--- src/rtl/fetch_queue_unit.sv ---
// fetch_queue_unit: owns the PC, issues fetches to the 1-cycle-latency
// instruction ROM and buffers returned words with their PCs for decode.
// Ports:
//   clock, reset            - clock, async active-low reset
//   imem_addr/imem_req      - fetch request to inst_rom
//   imem_data               - ROM word, valid the cycle after imem_req
//   redirect_valid/_target  - branch/jump redirect, kills younger work
//   id_ready                - decode accepts the head entry
//   id_valid/id_instr/id_pc - queue head presented to decode
//   id_pc_next              - id_pc + PC_INC
//   misaligned              - pulse: last redirect target not word aligned
//   fetch_count             - saturating count of entries handed to decode
module fetch_queue_unit #(
   parameter int unsigned        ADDR_W   = 32,
   parameter logic [ADDR_W-1:0]  RESET_PC = 'h0040_0000,
   parameter int unsigned        PC_INC   = 4,
   parameter int unsigned        QDEPTH   = 4,
   parameter int unsigned        PERF_W   = 16
) (
   input  logic              clock,
   input  logic              reset,
   output logic [ADDR_W-1:0] imem_addr,
   output logic              imem_req,
   input  logic [31:0]       imem_data,
   input  logic              redirect_valid,
   input  logic [ADDR_W-1:0] redirect_target,
   input  logic              id_ready,
   output logic              id_valid,
   output logic [31:0]       id_instr,
   output logic [ADDR_W-1:0] id_pc,
   output logic [ADDR_W-1:0] id_pc_next,
   output logic              misaligned,
   output logic [PERF_W-1:0] fetch_count
);

   localparam int unsigned PW = $clog2(QDEPTH);
   localparam int unsigned CW = PW + 1;
   localparam logic [ADDR_W-1:0] INC = ADDR_W'(PC_INC);

   logic [ADDR_W-1:0] pc_q, pc_d;
   logic [ADDR_W-1:0] ret_pc_q, ret_pc_d;
   logic              inflight_q, inflight_d;
   logic              mis_q, mis_d;
   logic [PW-1:0]     rd_q, rd_d;
   logic [PW-1:0]     wr_q, wr_d;
   logic [CW-1:0]     cnt_q, cnt_d;
   logic [PERF_W-1:0] fcnt_q, fcnt_d;

   logic [31:0]       instr_mem_q [QDEPTH];
   logic [ADDR_W-1:0] pc_mem_q    [QDEPTH];

   logic              head_valid;
   logic              pop;
   logic              push;
   logic              issue;
   logic [CW:0]       demand;
   logic [ADDR_W-1:0] redir_pc;

   assign head_valid = (cnt_q != '0);
   assign pop        = head_valid && id_ready;
   assign redir_pc   = {redirect_target[ADDR_W-1:2], 2'b00};

   // Entries already owed to the queue after this cycle's pop; a new
   // fetch is only allowed when its return is guaranteed a slot.
   assign demand = {1'b0, cnt_q}
                 + {{CW{1'b0}}, inflight_q}
                 - {{CW{1'b0}}, pop};

   // Gated by reset so no request escapes while the core is held.
   assign issue = reset &&
                  (redirect_valid || (demand < (CW+1)'(QDEPTH)));

   // With a 1-cycle ROM, the only stale return a redirect can meet is
   // the one landing in the redirect cycle itself, so it is dropped here.
   assign push = inflight_q && !redirect_valid;

   assign imem_req  = issue;
   assign imem_addr = redirect_valid ? redir_pc : pc_q;

   always_comb begin
      pc_d       = pc_q;
      inflight_d = issue;
      ret_pc_d   = imem_addr;
      mis_d      = redirect_valid && (redirect_target[1:0] != 2'b00);
      rd_d       = rd_q;
      wr_d       = wr_q;
      cnt_d      = cnt_q;
      fcnt_d     = fcnt_q;

      if (redirect_valid) begin
         pc_d = redir_pc + INC;
      end else if (issue) begin
         pc_d = pc_q + INC;
      end

      if (redirect_valid) begin
         rd_d  = '0;
         wr_d  = '0;
         cnt_d = '0;
      end else begin
         if (pop) rd_d = rd_q + PW'(1);
         if (push) wr_d = wr_q + PW'(1);
         cnt_d = cnt_q + CW'(push) - CW'(pop);
      end

      if (pop && (fcnt_q != '1)) begin
         fcnt_d = fcnt_q + PERF_W'(1);
      end
   end

   always_ff @(posedge clock or negedge reset) begin
      if (!reset) begin
         pc_q       <= RESET_PC;
         ret_pc_q   <= '0;
         inflight_q <= 1'b0;
         mis_q      <= 1'b0;
         rd_q       <= '0;
         wr_q       <= '0;
         cnt_q      <= '0;
         fcnt_q     <= '0;
      end else begin
         pc_q       <= pc_d;
         ret_pc_q   <= ret_pc_d;
         inflight_q <= inflight_d;
         mis_q      <= mis_d;
         rd_q       <= rd_d;
         wr_q       <= wr_d;
         cnt_q      <= cnt_d;
         fcnt_q     <= fcnt_d;
      end
   end

   // Storage needs no reset: entries are only visible through cnt_q.
   always_ff @(posedge clock) begin
      if (push) begin
         instr_mem_q[wr_q] <= imem_data;
         pc_mem_q[wr_q]    <= ret_pc_q;
      end
   end

   assign id_valid    = head_valid;
   assign id_instr    = head_valid ? instr_mem_q[rd_q] : '0;
   assign id_pc       = head_valid ? pc_mem_q[rd_q] : '0;
   assign id_pc_next  = head_valid ? (pc_mem_q[rd_q] + INC) : '0;
   assign misaligned  = mis_q;
   assign fetch_count = fcnt_q;

endmodule
--- config.mk ---
export PLATFORM = sky130hd
export DESIGN_NAME = fetch_queue_unit
export DESIGN_NICKNAME = d
export VERILOG_FILES = /design/src/rtl/fetch_queue_unit.sv
export SDC_FILE = /design/constraint.sdc
export NUM_CORES = 1
export LEC_CHECK = 0
export CAP_MARGIN = 20
export CORE_MARGIN = 3
export CORE_UTILIZATION = 54
export DETAILED_ROUTE_END_ITERATION = 6
export GPL_TIMING_DRIVEN = 1
export PLACE_DENSITY = 0.8
export SYNTH_ARGS = -nofsm -noshare
export SYNTH_HDL_FRONTEND = slang
export SYNTH_SLANG_ARGS = --single-unit
--- constraint.sdc ---
create_clock -name clock -period 5.2 [get_ports clock]
set_input_delay 1.56 -clock clock [delete_from_list [all_inputs] [get_ports clock]]
set_output_delay 1.56 -clock clock [all_outputs]
set_load 0.05 [all_outputs]
* Word-level counts from Yosys, hierarchy flattened
Memory sizes are Yosys's and may differ from the RTL's. Index checks and enable logic that the tools add are counted.
Cells by class: add/sub/neg operators 10, order comparisons 1, equal/unequal tests 1, multiplexer cells 13, reductions and logical operators 12
Operators by type and width (number):
- $mux W32 | 6
- $add A32 B3 Y32 const B | 3
- $add A16 B1 Y16 const B | 1
- $ne A16 B16 Y1 const B | 1
- $mux W2 | 4
- $reduce_bool A2 Y1 | 4
- $logic_and A1 B1 Y1 | 5
- $add A2 B1 Y2 const B | 2
- $add A3 B1 Y4 | 1
- $lt A4 B3 Y1 const B | 1
- $sub A4 B1 Y4 | 1
- $add A3 B1 Y3 | 1
- $mux W3 | 1
- $reduce_bool A3 Y1 | 1
- $sub A3 B1 Y3 | 1
- $mux W1 | 2
- $logic_not A1 Y1 | 1
- $logic_or A1 B1 Y1 | 1
Storage, ports and cells: register bits 89, memory bits (writable) 256, input bits 68, output and inout port bits 147, word-level logic and storage cells 47, memories kept 2
Memories:
- instr_mem_q | words 4, width 32, read ports 1, clocked after Yosys merged registers in 0, wr ports 1, RTL line 49 | logic [31:0] instr_mem_q [QDEPTH];
- pc_mem_q | words 4, width 32, read ports 1, clocked after Yosys merged registers in 0, wr ports 1, RTL line 50 | logic [ADDR_W-1:0] pc_mem_q [QDEPTH];

* Longest topological paths before layout
Gate-level depths: netlist of run 1.
depth after elaboration 8, mapped depth 13, mapped depth without buffers 9

* Worst setup path after synthesis of run 1
No wires, ideal clock.
kind input -> output, from input id_ready, to output imem_req, data arrival time 3292 ps, required time 3640 ps, path slack 348 ps, stages 8, path buffers 0, cell sequence o21ai_1 or2_2 ha_1 and2_1 a21o_1 nor4b_1 a311o_1 o21a_1
On the way: word-level cells in the longest chain between the ends 5
RTL lines:
- from (decl) | RTL line 27 | input logic id_ready,
- $logic_and A1 B1 Y1 | RTL line 60 | assign pop = head_valid && id_ready;
- $sub A4 B1 Y4 | RTL line 67 | - {{CW{1'b0}}, pop};
- $lt A4 B3 Y1 | RTL line 71 | (redirect_valid || (demand < (CW+1)'(QDEPTH)));
- $logic_or A1 B1 Y1 | RTL line 71
- $logic_and A1 B1 Y1 | RTL line 70 | assign issue = reset &&
- to (decl) | RTL line 23 | output logic imem_req,
No other way between the ends.

* Final worst setup path of run 1
Same ends and word-level chain as after synthesis.

==> results of run 1 <==
==> what timing repair did <==
action                     in CTS  in global routing
resized for setup               5                  5
buffers inserted                3                  0
setup endpoints to repair       2                  4
gates cloned                    0                  0
==> cell usage after synthesis (6+ instances only) <==
master    instances
buf_2            10
o21ai_0          19
mux2i_1          17
xnor2_1          41
nor2_1           55
nor3_1            8
nand3b_1          7
nand3_1          19
buf_4             9
a21oi_1           6
ha_1             10
dfrtp_1          84
edfxtp_1        248
mux4_2           47
inv_1            24
and2_1           72
o21ai_1          10
nand4_1          15
mux2_2           16
nand2_1          52
and3_1            8
xor2_1           30
mux4_1           15
clkbuf_1         16
==> logic make-up (layout without fill, tap and decap cells) <==
| group | Yosys count | in the layout |
|---|---|---|
| adder cells (fa/ha/maj) | 11 | 11 |
| buffers and inverters | 67 | 318 |
| AND/OR/NAND/NOR | 274 | 274 |
| flip-flops | 333 | 333 |
| AO/OA/AOI/OAI | 54 | 54 |
| XOR/XNOR | 71 | 71 |
| multiplexers | 95 | 95 |
| other | 1 | 6 |
==> per-layer routing <==
metal	share of wire	wire length (microns)	vias up
met5	0	0	-
met4	0.030	930	0
met3	0.060	1870	62
met2	0.48	15000	309
met1	0.43	13300	4230
li1	-	-	3862
==> sequential cells by signal, summed over array words and instances, names as in the netlist <==
register and cells:
cnt_q 3, fetch_count 16, inflight_q 1, instr_mem_q 128
misaligned 1, pc_mem_q 120, pc_q 30, rd_q 2
ret_pc_q 30, wr_q 2
==> power by group <==
group	total (mW)	internal (mW)	leakage (nW)	switching, mW
logic	4.60	1.60	2.57	3.00
registers	3.60	3.31	3.30	0.283
clock network	2.32	1.33	0.526	0.988
total	10.5	6.24	6.40	4.27
==> per-stage QoR <==
stage | TNS, ns | setup WS, ns | instance area (sq um) | power, mW | hold WS [ns]
CTS | 0 | 0.0160 | 17900 | 10.6 | 0.467
floorplan | 0 | 0.348 | 14400 | 6.76 | 0.441
detailed placement | -0.162 | -0.162 | 16800 | 8.23 | 0.456
finish | 0 | 0.120 | 18000 | 10.5 | 0.464
global placement | -0.0824 | -0.0824 | 16800 | 8.15 | 0.452
global route | -0.00191 | -0.00191 | 18000 | 11.0 | 0.511
==> worst max-delay path, cell delays in order <==
cell and delay (ns):
dlygate4sd2_1 0.22, o21ai_1 0.08, or2_2 0.28, ha_1 0.27, and2_4 0.17, a21o_4 0.22, nor4b_4 0.24, a311o_1 0.15
o21a_1 0.17, buf_12 0.15
==> worst paths after layout <==
| kind | depth (start not counted) | slack, ns | start | end |
|---|---|---|---|---|
| min in group asynchronous | 1 | 0.90 | reset | fetch_count[14]$_DFFE_PN0P_ |
| max in group asynchronous | 2 | 3.07 | reset | rd_q[0]$_DFFE_PN0P_ |
| worst max-delay path | 10 | 0.12 | id_ready | imem_req |
| worst max register to register | 9 | 2.27 | cnt_q[2]$_DFF_PN0_ | pc_q[12]$_DFFE_PN0P_ |
| worst min register to register | 2 | 0.46 | pc_q[22]$_DFFE_PN1P_ | pc_q[22]$_DFFE_PN1P_ |
| worst min-delay path | 2 | 0.46 | pc_q[22]$_DFFE_PN1P_ | pc_q[22]$_DFFE_PN1P_ |
==> area by class of cell <==
cell class	count	area share
timing repair buffer	234	0.125
tap	335	0.0233
clock inverter	18	0.00821
clock buffer	42	0.0514
sequential	333	0.533
inverter	24	0.00501
multi-input combinational	511	0.254
==> summary.md, run 1 <==
| Metric | Value |
|---|---|
| Total GRT Usage | 0.220 |
| Critical Path AT | 3.52 ns |
| Routed Antenna Nets | 0 |
| Setup violators final | 0 |
| Min Tclk post-route | 5.08 ns |
| DR vias | 8463 |
| Crit path max fanout | 4 |
| Routed WL | 31.1 mm |
| #FFs+latches synth | 333 |
| Cells after Synth | 906 |
| Worst VDD drop | 0.385 mV |
| Clock Latency Late Sink | 0.52 ns |
| Final Hold Viols | 0 |
| Compound-cell area share of the yosys netlist | 0.0256 |
| Clock-pin slew on the worst setup and hold paths | 0.06 ns |
| Vias in the first global route | 8689 |
| Max_slew headroom | 0.425 |
| Leading cell type in the layout, fill and taps excluded | edfxtp_1 |
| Initial detailed-routing violation count | 629 |
| Final Skew | 0.0285 ns |
| Leakage Power | 6.40 nW |
| Routability congestion estimate | 0.848 |
| Critical path endpoint category | primary output |
| Root Buffer | clkbuf_16 |
| Worst Path Class, Setup | in -> out |
| Most frequent cells in the layout | 248 x edfxtp_1, 171 x clkdlybuf4s50_1, 82 x dfrtp_1, 67 x and2_1, 55 x nor2_1 |
| Cell variety after synth | 63 |
| Nets@finish | 1217 |
| Dominant cell type by area after synthesis | edfxtp_1 |
| Syn Std Cell Area | 14400 sq um |
| Seq. cell area | 9580 sq um |
| Htree depth | 2 |
| Chip Width | 169 microns |
| Multi-input gate area | 4570 sq um |
| Synth top area share | 0.516 |
| Worst Tran Pin Value | 0.862 ns |
| Initial core utilization | 0.552 |
| Xor/xnor share of the synthesized area | 0.0431 |
| Non-Filler Instances | 1497 |
| Max cap viols | 0 |
| Rows | 59 |
| Number of remaining DRC errors | 0 |
| Vias per inst | 5.65 |
| CTS sink count | 333 |
| Drt wl/cell | 20.8 microns |
| Synth Area in Simple Gates | 0.107 |
| Met1 usage | 0.312 |
| Drt pass-1 iters | 5 |
| CTS Hold Bufs | 0 |
| Core Util, Final | 0.688 |
| Main combinational cell family by area after synthesis | multiplexers |
| Main area contributors after synthesis | edfxtp_1 52%, dfrtp_1 15%, mux4_2 7.3% |
| Grt ovf | 0 |
| Chip height | 169 microns |
| Mux cell area share after synthesis | 0.125 |
| Full die area | 28700 sq um |
| Sequential area share after synthesis | 0.664 |
| Post-synthesis adder-cell area fraction | 0.0101 |
| Achievable frequency | 197 MHz |
| Startpoint types | primary input |
| Mean Syn Cell Area | 15.9 sq um |
| Hpwl dp | 20.4 mm |
| Placed cell count | 1434 |
| Period Utilization, post-route | 0.977 |
| Initial antenna violation count | 0 |
| First-pass GRT wire length | 49.0 mm |
| Run status | completed |
| HP Class | reg -> reg |
| Max-slew violations | 0 |
| Max clock buf depth | 3 |
| CORE AREA | 26100 sq um |
| Num CTS Buffers | 34 |
| P&R area growth vs syn | 24.6% |
| Pin count of the biggest net entering global routing | 70 |
| # fillers | 1713 |
| Predominant post-synthesis flop cell | edfxtp_1 |
| Post-synth EDFFs | 248 |
| YS warnings | 0 |
| Io pins | 215 |
| Layout cell share with drive strength beyond 1 | 0.180 |
| CTS tree | built |
| Worst path required time | 3.64 ns |
| Power Dens Cells | 585 nW/um^2 |
| Grt peak-use layer | met2 |
| Diode count | 0 |
| Async SR Flop Fraction | 0.255 |
| Buffers added on ports | 208 |
| Global Route met2 Usage | 0.355 |
| M3 GR Usage | 0.0340 |
(Power assumes the default switching activity.)
==> inputs of run 2 (changes only) <==
Settings changed: CTS_CLUSTER_SIZE set to 12.
==> run 2 against run 1 <==
Final area shrank 0.20%; cell count fell by 0.27%; critical path depth unchanged; wire length is 1.4% lower; global-route usage down 0.33 points; sequential share of layout area up 0.12 points; combinational power barely moved; sequential power about the same; flip-flop and latch count unchanged; total power is 0.40% lower; largest cell class unchanged; highest routed layer unchanged.
==> summary.md, run 2 (same netlist as run 1, synthesis figures left out) <==
| Metric | Value |
|---|---|
| Layout cell share with drive strength beyond 1 | 0.174 |
| Hpwl dp | 20.4 mm |
| Grt ovf | 0 |
| Routability congestion estimate | 0.848 |
| Setup violators final | 0 |
| Drt wl/cell | 20.5 microns |
| Full die area | 28700 sq um |
| Routed WL | 30.7 mm |
| Vias per inst | 5.63 |
| Number of remaining DRC errors | 0 |
| Most frequent cells in the layout | 248 x edfxtp_1, 172 x clkdlybuf4s50_1, 82 x dfrtp_1, 67 x and2_1 |
| Post-DP Area | 16800 sq um |
| Achievable frequency | 196 MHz |
| Final Hold Viols | 0 |
| CP Cell Sequence | clkdlybuf4s15_1, o21ai_2, or2_2, ha_1, and2_4, a21o_4, nor4b_4, a311o_1, o21a_1, buf_12 |
| Diode count | 0 |
| CTS sink count | 333 |
| Max cap viols | 0 |
| Worst path required time | 3.64 ns |
| Worst hold slack | 0.462 ns |
| Vias in the first global route | 8585 |
| Chip height | 169 microns |
| Rows | 59 |
| Startpoint types | primary input |
| Period Utilization, post-route | 0.982 |
| Max-slew violations | 0 |
| Max FFs per register | 128 |
| Critical path endpoint category | primary output |
| Chip Width | 169 microns |
| Leading cell type in the layout, fill and taps excluded | edfxtp_1 |
| Min Tclk post-route | 5.11 ns |
| Setup_tns | 0 ns |
| Pin count of the biggest net entering global routing | 70 |
| Core Util, Final | 0.686 |
| Largest stage delay on the critical path | 0.29 ns |
| Root Buffer | clkbuf_16 |
| Initial antenna violation count | 0 |
| Leakage Power | 6.36 nW |
| DR vias | 8413 |
| Worst VDD drop | 0.381 mV |
| Top reg by flops | instr_mem_q |
| Total GRT Usage | 0.217 |
| Critical Path AT | 3.55 ns |
| Worst Path Class, Setup | in -> out |
| Max_slew headroom | 0.419 |
| RSZ-0062 raised after global routing | false |
| Drt pass-1 iters | 7 |
| CORE AREA | 26100 sq um |
| Clock-pin slew on the worst setup and hold paths | 0.06 ns |
| Regs by FF count | instr_mem_q (128), pc_mem_q (120) |
| Initial detailed-routing violation count | 640 |
| Worst Tran Pin Value | 0.872 ns |
| Htree depth | 2 |
| Num CTS Buffers | 35 |
| Power Dens Cells | 583 nW/um^2 |
| HP Class | reg -> reg |
| Run status | completed |
| CTS tree | built |
| Final Skew | 0.0159 ns |
| Fin area | 17900 sq um |
| Max clock buf depth | 3 |
| P&R area growth vs syn | 24.4% |
| CTS Hold Bufs | 0 |
| Crit path max fanout | 4 |
| First-pass GRT wire length | 48.8 mm |
| Worst path slowest cell | or2_2 |
| Clock Latency Late Sink | 0.50 ns |
| Io pins | 215 |
| Buffers added on ports | 208 |
| Routed Antenna Nets | 0 |
| Initial core utilization | 0.552 |
| Nets@finish | 1219 |
run 2: cell types whose count changed in the layout (fill, tap and decap cells not counted), sizes merged:
cell	previous run	this run
clkinv	14	6
clkbuf	42	48
inv	26	24
buf	60	61
clkdlybuf4s15	0	1
clkdlybuf4s50	171	172
clkinvlp	1	0
dlygate4sd2	1	0
dlymetal6s2s	2	1
run 2: critical path, delay by kind of cell:
kind                       cells  cell delay [ns]
and+or+nand+nor                3             0.73
adders and majority gates      1             0.28
buffers and inverters          2             0.37
AOI/OAI and AO/OA              4             0.60
run 2: per-stage QoR:
| stage | power (mW) | worst slack (ns) | instances |
|---|---|---|---|
| detailed placement | 8.23 | -0.162 | 1434 |
| finish | 10.5 | 0.0941 | 1493 |
| global placement | 8.15 | -0.0824 | 1434 |
| floorplan | 6.76 | 0.348 | 911 |
| global route | 10.9 | 0.00417 | 1493 |
| CTS | 10.5 | 0.0465 | 1492 |
run 2: report_power, final:
part / switching (mW) / total [mW] / internal, mW
clock: 0.926 / 2.27 / 1.34
sequential: 0.287 / 3.60 / 3.31
combinational: 3.00 / 4.60 / 1.60
run 2: worst paths after layout:
kind	startpoint	to	slack (ns)	cells after the start
max reg2reg	cnt_q[2]$_DFF_PN0_	pc_q[12]$_DFFE_PN0P_	2.27	10
max in group asynchronous	reset	rd_q[1]$_DFFE_PN0P_	3.03	2
min reg2reg	pc_q[22]$_DFFE_PN1P_	pc_q[22]$_DFFE_PN1P_	0.46	2
min in group asynchronous	reset	fetch_count[1]$_DFFE_PN0P_	0.92	1
min	pc_q[22]$_DFFE_PN1P_	pc_q[22]$_DFFE_PN1P_	0.46	2
max	id_ready	imem_req	0.09	10
run 2: repair_timing:
| item | 4_1_cts | 5_1_grt |
|---|---|---|
| setup endpoints to repair | 2 | 3 |
| buffers inserted | 3 | 1 |
| endpoints found under the hold margin | 0 | 0 |
| gates resized for setup | 5 | 6 |
| pin swaps | 0 | 2 |
run 2: layout make-up:
| type | instances | area [sq um] |
|---|---|---|
| fill | 1716 | 8190 |
| clock buffer | 48 | 967 |
| tap | 335 | 419 |
| timing repair buffer | 235 | 2250 |
| inverter | 24 | 90.1 |
| clock inverter | 7 | 60.1 |
| multi-input combinational | 511 | 4570 |
| sequential | 333 | 9580 |
run 2: per-layer routing:
layer  global-route usage  wire (microns)  share of wire
met3               0.0387            1900          0.062
met2                0.349           14700           0.48
met1                0.312           13400           0.44
met4               0.0587             663          0.022
met5                    0               0              0
==> inputs of run 3 (changes only) <==
Settings changed: SLEW_MARGIN set to 10.
==> results of run 3 <==
The final DEF is identical to that of run 2; final timing and power are the same.
